### config.mk
export PLATFORM = sky130hd
export DESIGN_NAME = mips_bus_master
export DESIGN_NICKNAME = d
export VERILOG_FILES = /design/src/rtl/mips_bus_pkg.sv /design/src/rtl/mips_bus_master_lane_align.sv /design/src/rtl/mips_bus_master.sv
export SDC_FILE = /design/constraint.sdc
export NUM_CORES = 1
export LEC_CHECK = 0
export BUFFER_PORTS_ARGS = -buffer_cell sky130_fd_sc_hd__buf_2
export CAP_MARGIN = 20
export CORE_ASPECT_RATIO = 1.5
export CORE_UTILIZATION = 50
export DETAILED_ROUTE_END_ITERATION = 12
export PLACE_DENSITY = 0.84
export SLEW_MARGIN = 10
export SYNTH_ARGS = -nofsm -noshare
export SYNTH_HDL_FRONTEND = slang
export SYNTH_SLANG_ARGS = --single-unit
### constraint.sdc
create_clock -name i_clk -period 2 [get_ports i_clk]
set_input_delay 0.3 -clock i_clk [delete_from_list [all_inputs] [get_ports i_clk]]
set_output_delay 0.3 -clock i_clk [all_outputs]
set_load 0.03 [all_outputs]
### src/rtl/mips_bus_pkg.sv
// mips_bus_pkg: shared types for the MIPS bus master.
//   size_t     - access size encoding used by the core request port
//   state_t    - bus master FSM states
//   req_t      - latched core request
//   misaligned - true when an access crosses its natural alignment
package mips_bus_pkg;

  typedef enum logic [1:0] {
    SIZE_BYTE = 2'b00,
    SIZE_HALF = 2'b01,
    SIZE_WORD = 2'b10
  } size_t;

  typedef enum logic [1:0] {
    ST_IDLE,
    ST_BUS,
    ST_RESP,
    ST_ERR
  } state_t;

  typedef struct packed {
    logic        write;
    logic [31:0] addr;
    logic [1:0]  size;
    logic        sgn;
    logic [31:0] wdata;
  } req_t;

  // The unused encoding 2'b11 is treated as a word everywhere.
  function automatic logic misaligned(input logic [1:0] size, input logic [1:0] off);
    case (size)
      SIZE_BYTE: misaligned = 1'b0;
      SIZE_HALF: misaligned = off[0];
      default:   misaligned = (off != 2'b00);
    endcase
  endfunction

endpackage

### src/rtl/mips_bus_master_lane_align.sv
// mips_bus_lane_align: combinational little-endian byte-lane steering.
//   i_off    - address bits [1:0]
//   i_size   - SIZE_BYTE/SIZE_HALF/SIZE_WORD
//   i_signed - sign-extend sub-word loads
//   i_wdata  - right-justified store data
//   i_rdata  - raw bus read word
//   o_be     - byte enables
//   o_wdata  - store data moved onto its lanes, other lanes zero
//   o_rdata  - load data right-justified and extended
module mips_bus_lane_align
  import mips_bus_pkg::*;
(
  input  logic [1:0]  i_off,
  input  logic [1:0]  i_size,
  input  logic        i_signed,
  input  logic [31:0] i_wdata,
  input  logic [31:0] i_rdata,
  output logic [3:0]  o_be,
  output logic [31:0] o_wdata,
  output logic [31:0] o_rdata
);

  logic [4:0]  w_sh;
  logic [31:0] w_rd_sh;

  assign w_sh    = {i_off, 3'b000};
  assign w_rd_sh = i_rdata >> w_sh;

  always_comb begin
    o_be    = 4'b1111;
    o_wdata = i_wdata;
    o_rdata = w_rd_sh;
    case (i_size)
      SIZE_BYTE: begin
        o_be    = 4'b0001 << i_off;
        o_wdata = {24'h0, i_wdata[7:0]} << w_sh;
        o_rdata = {{24{i_signed & w_rd_sh[7]}}, w_rd_sh[7:0]};
      end
      SIZE_HALF: begin
        o_be    = 4'b0011 << i_off;
        o_wdata = {16'h0, i_wdata[15:0]} << w_sh;
        o_rdata = {{16{i_signed & w_rd_sh[15]}}, w_rd_sh[15:0]};
      end
      default: ;
    endcase
  end

endmodule

### src/rtl/mips_bus_master.sv
// mips_bus_master: turns one core load/store/fetch into one Avalon-style
// bus transaction and returns a one-cycle response or error pulse.
//   i_clk, i_reset          - clock, synchronous active-high reset
//   i_req .. i_req_wdata    - core request, sampled only while o_busy=0
//   o_busy                  - transaction in flight
//   o_resp_valid/o_resp_rdata - completion pulse, extended load data (held)
//   o_err_misaligned/o_err_timeout - one-cycle error pulses
//   o_address .. o_writedata, i_waitrequest, i_readdata - bus master side
module mips_bus_master
  import mips_bus_pkg::*;
#(
  parameter int TIMEOUT_CYCLES = 64,
  parameter int CNT_W          = 8
) (
  input  logic        i_clk,
  input  logic        i_reset,
  input  logic        i_req,
  input  logic        i_req_write,
  input  logic [31:0] i_req_addr,
  input  logic [1:0]  i_req_size,
  input  logic        i_req_signed,
  input  logic [31:0] i_req_wdata,
  output logic        o_busy,
  output logic        o_resp_valid,
  output logic [31:0] o_resp_rdata,
  output logic        o_err_misaligned,
  output logic        o_err_timeout,
  output logic [31:0] o_address,
  output logic        o_read,
  output logic        o_write,
  output logic [3:0]  o_byteenable,
  output logic [31:0] o_writedata,
  input  logic        i_waitrequest,
  input  logic [31:0] i_readdata
);

  localparam logic [CNT_W-1:0] LP_TO = CNT_W'(TIMEOUT_CYCLES);

  state_t            r_state, w_state_nxt;
  req_t              r_req;
  logic [CNT_W-1:0]  r_cnt;
  logic              r_err_to;
  logic [31:0]       r_resp_rdata;
  logic              w_misal;
  logic [3:0]        w_be;
  logic [31:0]       w_wdata;
  logic [31:0]       w_rdata_ext;

  assign w_misal = misaligned(i_req_size, i_req_addr[1:0]);

  // Steering works off the latched request so the bus stays stable
  // for the whole stall.
  mips_bus_lane_align u_align (
    .i_off    (r_req.addr[1:0]),
    .i_size   (r_req.size),
    .i_signed (r_req.sgn),
    .i_wdata  (r_req.wdata),
    .i_rdata  (i_readdata),
    .o_be     (w_be),
    .o_wdata  (w_wdata),
    .o_rdata  (w_rdata_ext)
  );

  always_comb begin
    w_state_nxt = r_state;
    case (r_state)
      ST_IDLE: if (i_req) w_state_nxt = w_misal ? ST_ERR : ST_BUS;
      // Completion wins over timeout when both happen in one cycle.
      ST_BUS: begin
        if (!i_waitrequest)     w_state_nxt = ST_RESP;
        else if (r_cnt == LP_TO) w_state_nxt = ST_ERR;
      end
      default: w_state_nxt = ST_IDLE;
    endcase
  end

  always_ff @(posedge i_clk) begin
    if (i_reset) begin
      r_state      <= ST_IDLE;
      r_req        <= '0;
      r_cnt        <= '0;
      r_err_to     <= 1'b0;
      r_resp_rdata <= '0;
    end else begin
      r_state <= w_state_nxt;
      case (r_state)
        ST_IDLE: begin
          r_cnt <= '0;
          if (i_req) begin
            r_err_to <= 1'b0;
            if (!w_misal) begin
              r_req.write <= i_req_write;
              r_req.addr  <= i_req_addr;
              r_req.size  <= i_req_size;
              r_req.sgn   <= i_req_signed;
              r_req.wdata <= i_req_wdata;
            end
          end
        end
        ST_BUS: begin
          if (i_waitrequest) begin
            r_cnt    <= r_cnt + 1'b1;
            r_err_to <= (r_cnt == LP_TO);
          end else if (!r_req.write) begin
            r_resp_rdata <= w_rdata_ext;
          end
        end
        default: ;
      endcase
    end
  end

  assign o_busy           = (r_state != ST_IDLE);
  assign o_resp_valid     = (r_state == ST_RESP);
  assign o_resp_rdata     = r_resp_rdata;
  assign o_err_misaligned = (r_state == ST_ERR) && !r_err_to;
  assign o_err_timeout    = (r_state == ST_ERR) &&  r_err_to;
  assign o_address        = {r_req.addr[31:2], 2'b00};
  assign o_read           = (r_state == ST_BUS) && !r_req.write;
  assign o_write          = (r_state == ST_BUS) &&  r_req.write;
  assign o_byteenable     = (r_state == ST_BUS) ? w_be : 4'h0;
  assign o_writedata      = ((r_state == ST_BUS) && r_req.write) ? w_wdata : 32'h0;

endmodule

==> run metrics <==
core area roughly 0.011 mm2; EDFF count, synth 0; Bufs and invs on worst path 1; drt drc 0; final wirelength around 17000 um; Finished Layout Cells 1052; Final min period 1970 ps; IO buf count 207; pin count of the biggest net entering global routing 69; Synth top area share 39.7%; Slew Viols, Final 0; Detailed Route Iter0 Violations 398; Hold Path Class in2reg; Syn. warnings 0; Critical-path top delay cell dfxtp_4; Final Cycle Share 98.3%; initial antenna violation count 2; Longest Clk Path Bufs 2; GR Util All Layers 28.4%; Pwr Density 754 mW/mm2; register area ~0.0022 mm2; Crit path largest cell delay about 380 ps; crit path cell chain nor2b_2, and2_4, a221oi_1, nor3_2, buf_2; arrival time worst endpoint 1670 ps; GP Congestion 0.892; fill cell count 939; router iterations before antenna repair 5; Async S/R FF share, synth 0%; CP Capture Type output pin; CP startpoint kind flip-flop; Synth area leaders dfxtp_1 (40%), nand2_1 (13%), a21oi_1 (10%); Avg WL per Cell 16.1 um; H-tree Lvls 3; DIE WIDTH between 80 and 90 um; die area 0.0116 mm2; Final Hold Fails 0; max cap viols 0; crit-path max FO 9; clk_lat worst skew 350 ps; Top Ports 210; vias in the first global route 5361; top_reg_cell synth dfxtp_1; share of post-route cells with drive strength above 1 33.7%; Die Span Y 132 um; outcome finished, final reports clean; clock tree sinks 111; sequential area share after synthesis 39.7%; Setup-failing EPs final 0; most common cell after layout, fill and taps aside buf_2; Clock Skew 5.81 ps; Worst IR Drop VDD 0.455 mV; Root Driver clkbuf_16; required time of the critical path 1700 ps; Via density around 5.5; most frequent cells in the layout buf_2 (200), nand2_1 (192), a21oi_1 (110), dfxtp_1 (106), nor2_1 (62); CTS buffer count 9; RSZ-0062 raised after global routing yes; post-DP HPWL 12300 um; area leader, netlist dfxtp_1; Post-Synthesis Cells 744; nets 1007; placed insts 1032; Remaining Overflow, GRT 0; Place WS 109 ps; Post-DRT Antenna Nets 0; global-route wire length before repair 25700 um; CTS Hold Bufs 0; Yosys cell types 50; slew margin rel. 52.7%; top cell family by delay on the critical path simple AND/OR/NAND/NOR gates; # rows 46; syn avg cell area 7.51 um2; synthesized area roughly 0.0056 mm2; Starting Density 52.2%; CTS clk-pin slew, worst paths 70 ps; type of the worst setup path reg2out; P&R area growth vs syn 26.7%; Worst-Margin Slew 709 ps; flop and latch count out of synthesis 111; PnR worst setup slack about 33 ps; leakage 2.97 nW; TritonCTS clock tree done; Peak Freq 508 MHz; routed via count 5764; area of the multi-input gates 0.00298 mm2
## layer usage
| metal | wire (um) | vias to the layer above | global-route usage, % |
|---|---|---|---|
| met5 | 0 | - | 0 |
| met3 | 1280 | 56 | 5.72 |
| met4 | 813 | 0 | 15.5 |
| met1 | 6240 | 2640 | 31.3 |
| met2 | 8590 | 256 | 49.3 |
| li1 | - | 2812 | - |
## cells in the mapped netlist (2+ instances only)
cell type  number
or4_1           2
a21o_1          2
nor3_1         21
mux2i_1        18
mux2_2         10
nor4_1          3
dfxtp_1       111
ha_1            2
inv_1           7
o21ai_1         2
nand2b_1        3
a221oi_1        8
nor2_1         65
buf_4          33
nand4_1         2
a22oi_1         9
nor2b_1         3
o311ai_0        2
buf_2          14
a21oi_1       113
nand3_1        10
and2_1         10
nand3b_1       11
a211oi_1       14
o21ai_0         7
clkbuf_1       36
o2bb2ai_1       7
buf_6           3
nand2_1       193
o22ai_2         3
## final cells by class
| class | instances | area share (%) |
|---|---|---|
| clock buffer | 10 | 3.37 |
| tap | 144 | 2.54 |
| clock inverter | 6 | 1.31 |
| multi-input combinational | 539 | 42.1 |
| antenna | 2 | 0.0706 |
| timing repair buffer | 233 | 18.6 |
| inverter | 7 | 0.424 |
| sequential | 111 | 31.6 |
## cell families (layout without fill, tap and decap cells)
| family | after synthesis | in the layout | share of synthesized area [%] |
|---|---|---|---|
| muxes | 29 | 29 | 5.64 |
| xor gates and xnor gates | 1 | 1 | 0.157 |
| DFF | 111 | 111 | 39.7 |
| other | 1 | 4 | 0.0671 |
| AOI/OAI and AO/OA | 173 | 173 | 18.8 |
| adders and majority gates | 2 | 2 | 0.448 |
| and+or+nand+nor | 332 | 332 | 25.8 |
| buffers and inverters | 95 | 256 | 9.33 |
## power by group
part / internal [mW] / total (mW) / switching, mW
clock: 1.14 / 1.99 / 0.846
combinational: 0.344 / 0.948 / 0.605
sequential: 2.32 / 2.41 / 0.0901
## timing repair
| action | CTS | global route |
|---|---|---|
| hold endpoints to repair | 0 | 0 |
| pin swaps | 0 | 2 |
| setup buffers | 0 | 2 |
| setup endpoints to repair | 33 | 30 |
| resized for setup | 15 | 28 |
## tightest hold or removal path: cells and delay by family
family | cells | cell delay, ps
simple gates | 1 | 40
buf+inv | 1 | 90
compound gates | 1 | 50
## stage by stage
step                      utilization [%]  hold WS (ps)  TNS (ps)  power (mW)  area (um2)
after detailed placement             61.7           443         0        3.38        6600
after global placement               61.7           438         0        3.36        6600
after CTS                            65.1           171      -107        5.35        6970
after floorplan                         -           436         0        3.08        5630
final                                66.2           172         0        5.34        7090
after global routing                 66.2           174      -284        5.54        7090
## sequential cells by signal, summed over array words and instances, names as in the netlist
signal	flops
o_address	30
o_resp_rdata	32
r_cnt	8
r_err_to	1
r_req	38
r_state	2
## worst paths after layout
path | slack, ps | from | cells after the start | end
min | 170 | i_req_write | 3 | r_req[67]
max | 30 | r_req[35] | 5 | o_writedata[19]
min reg2reg | 450 | o_address[29] | 2 | o_address[29]
max reg2reg | 200 | r_req[36] | 5 | o_resp_rdata[16]
Power figures use the tool's default switching activity.
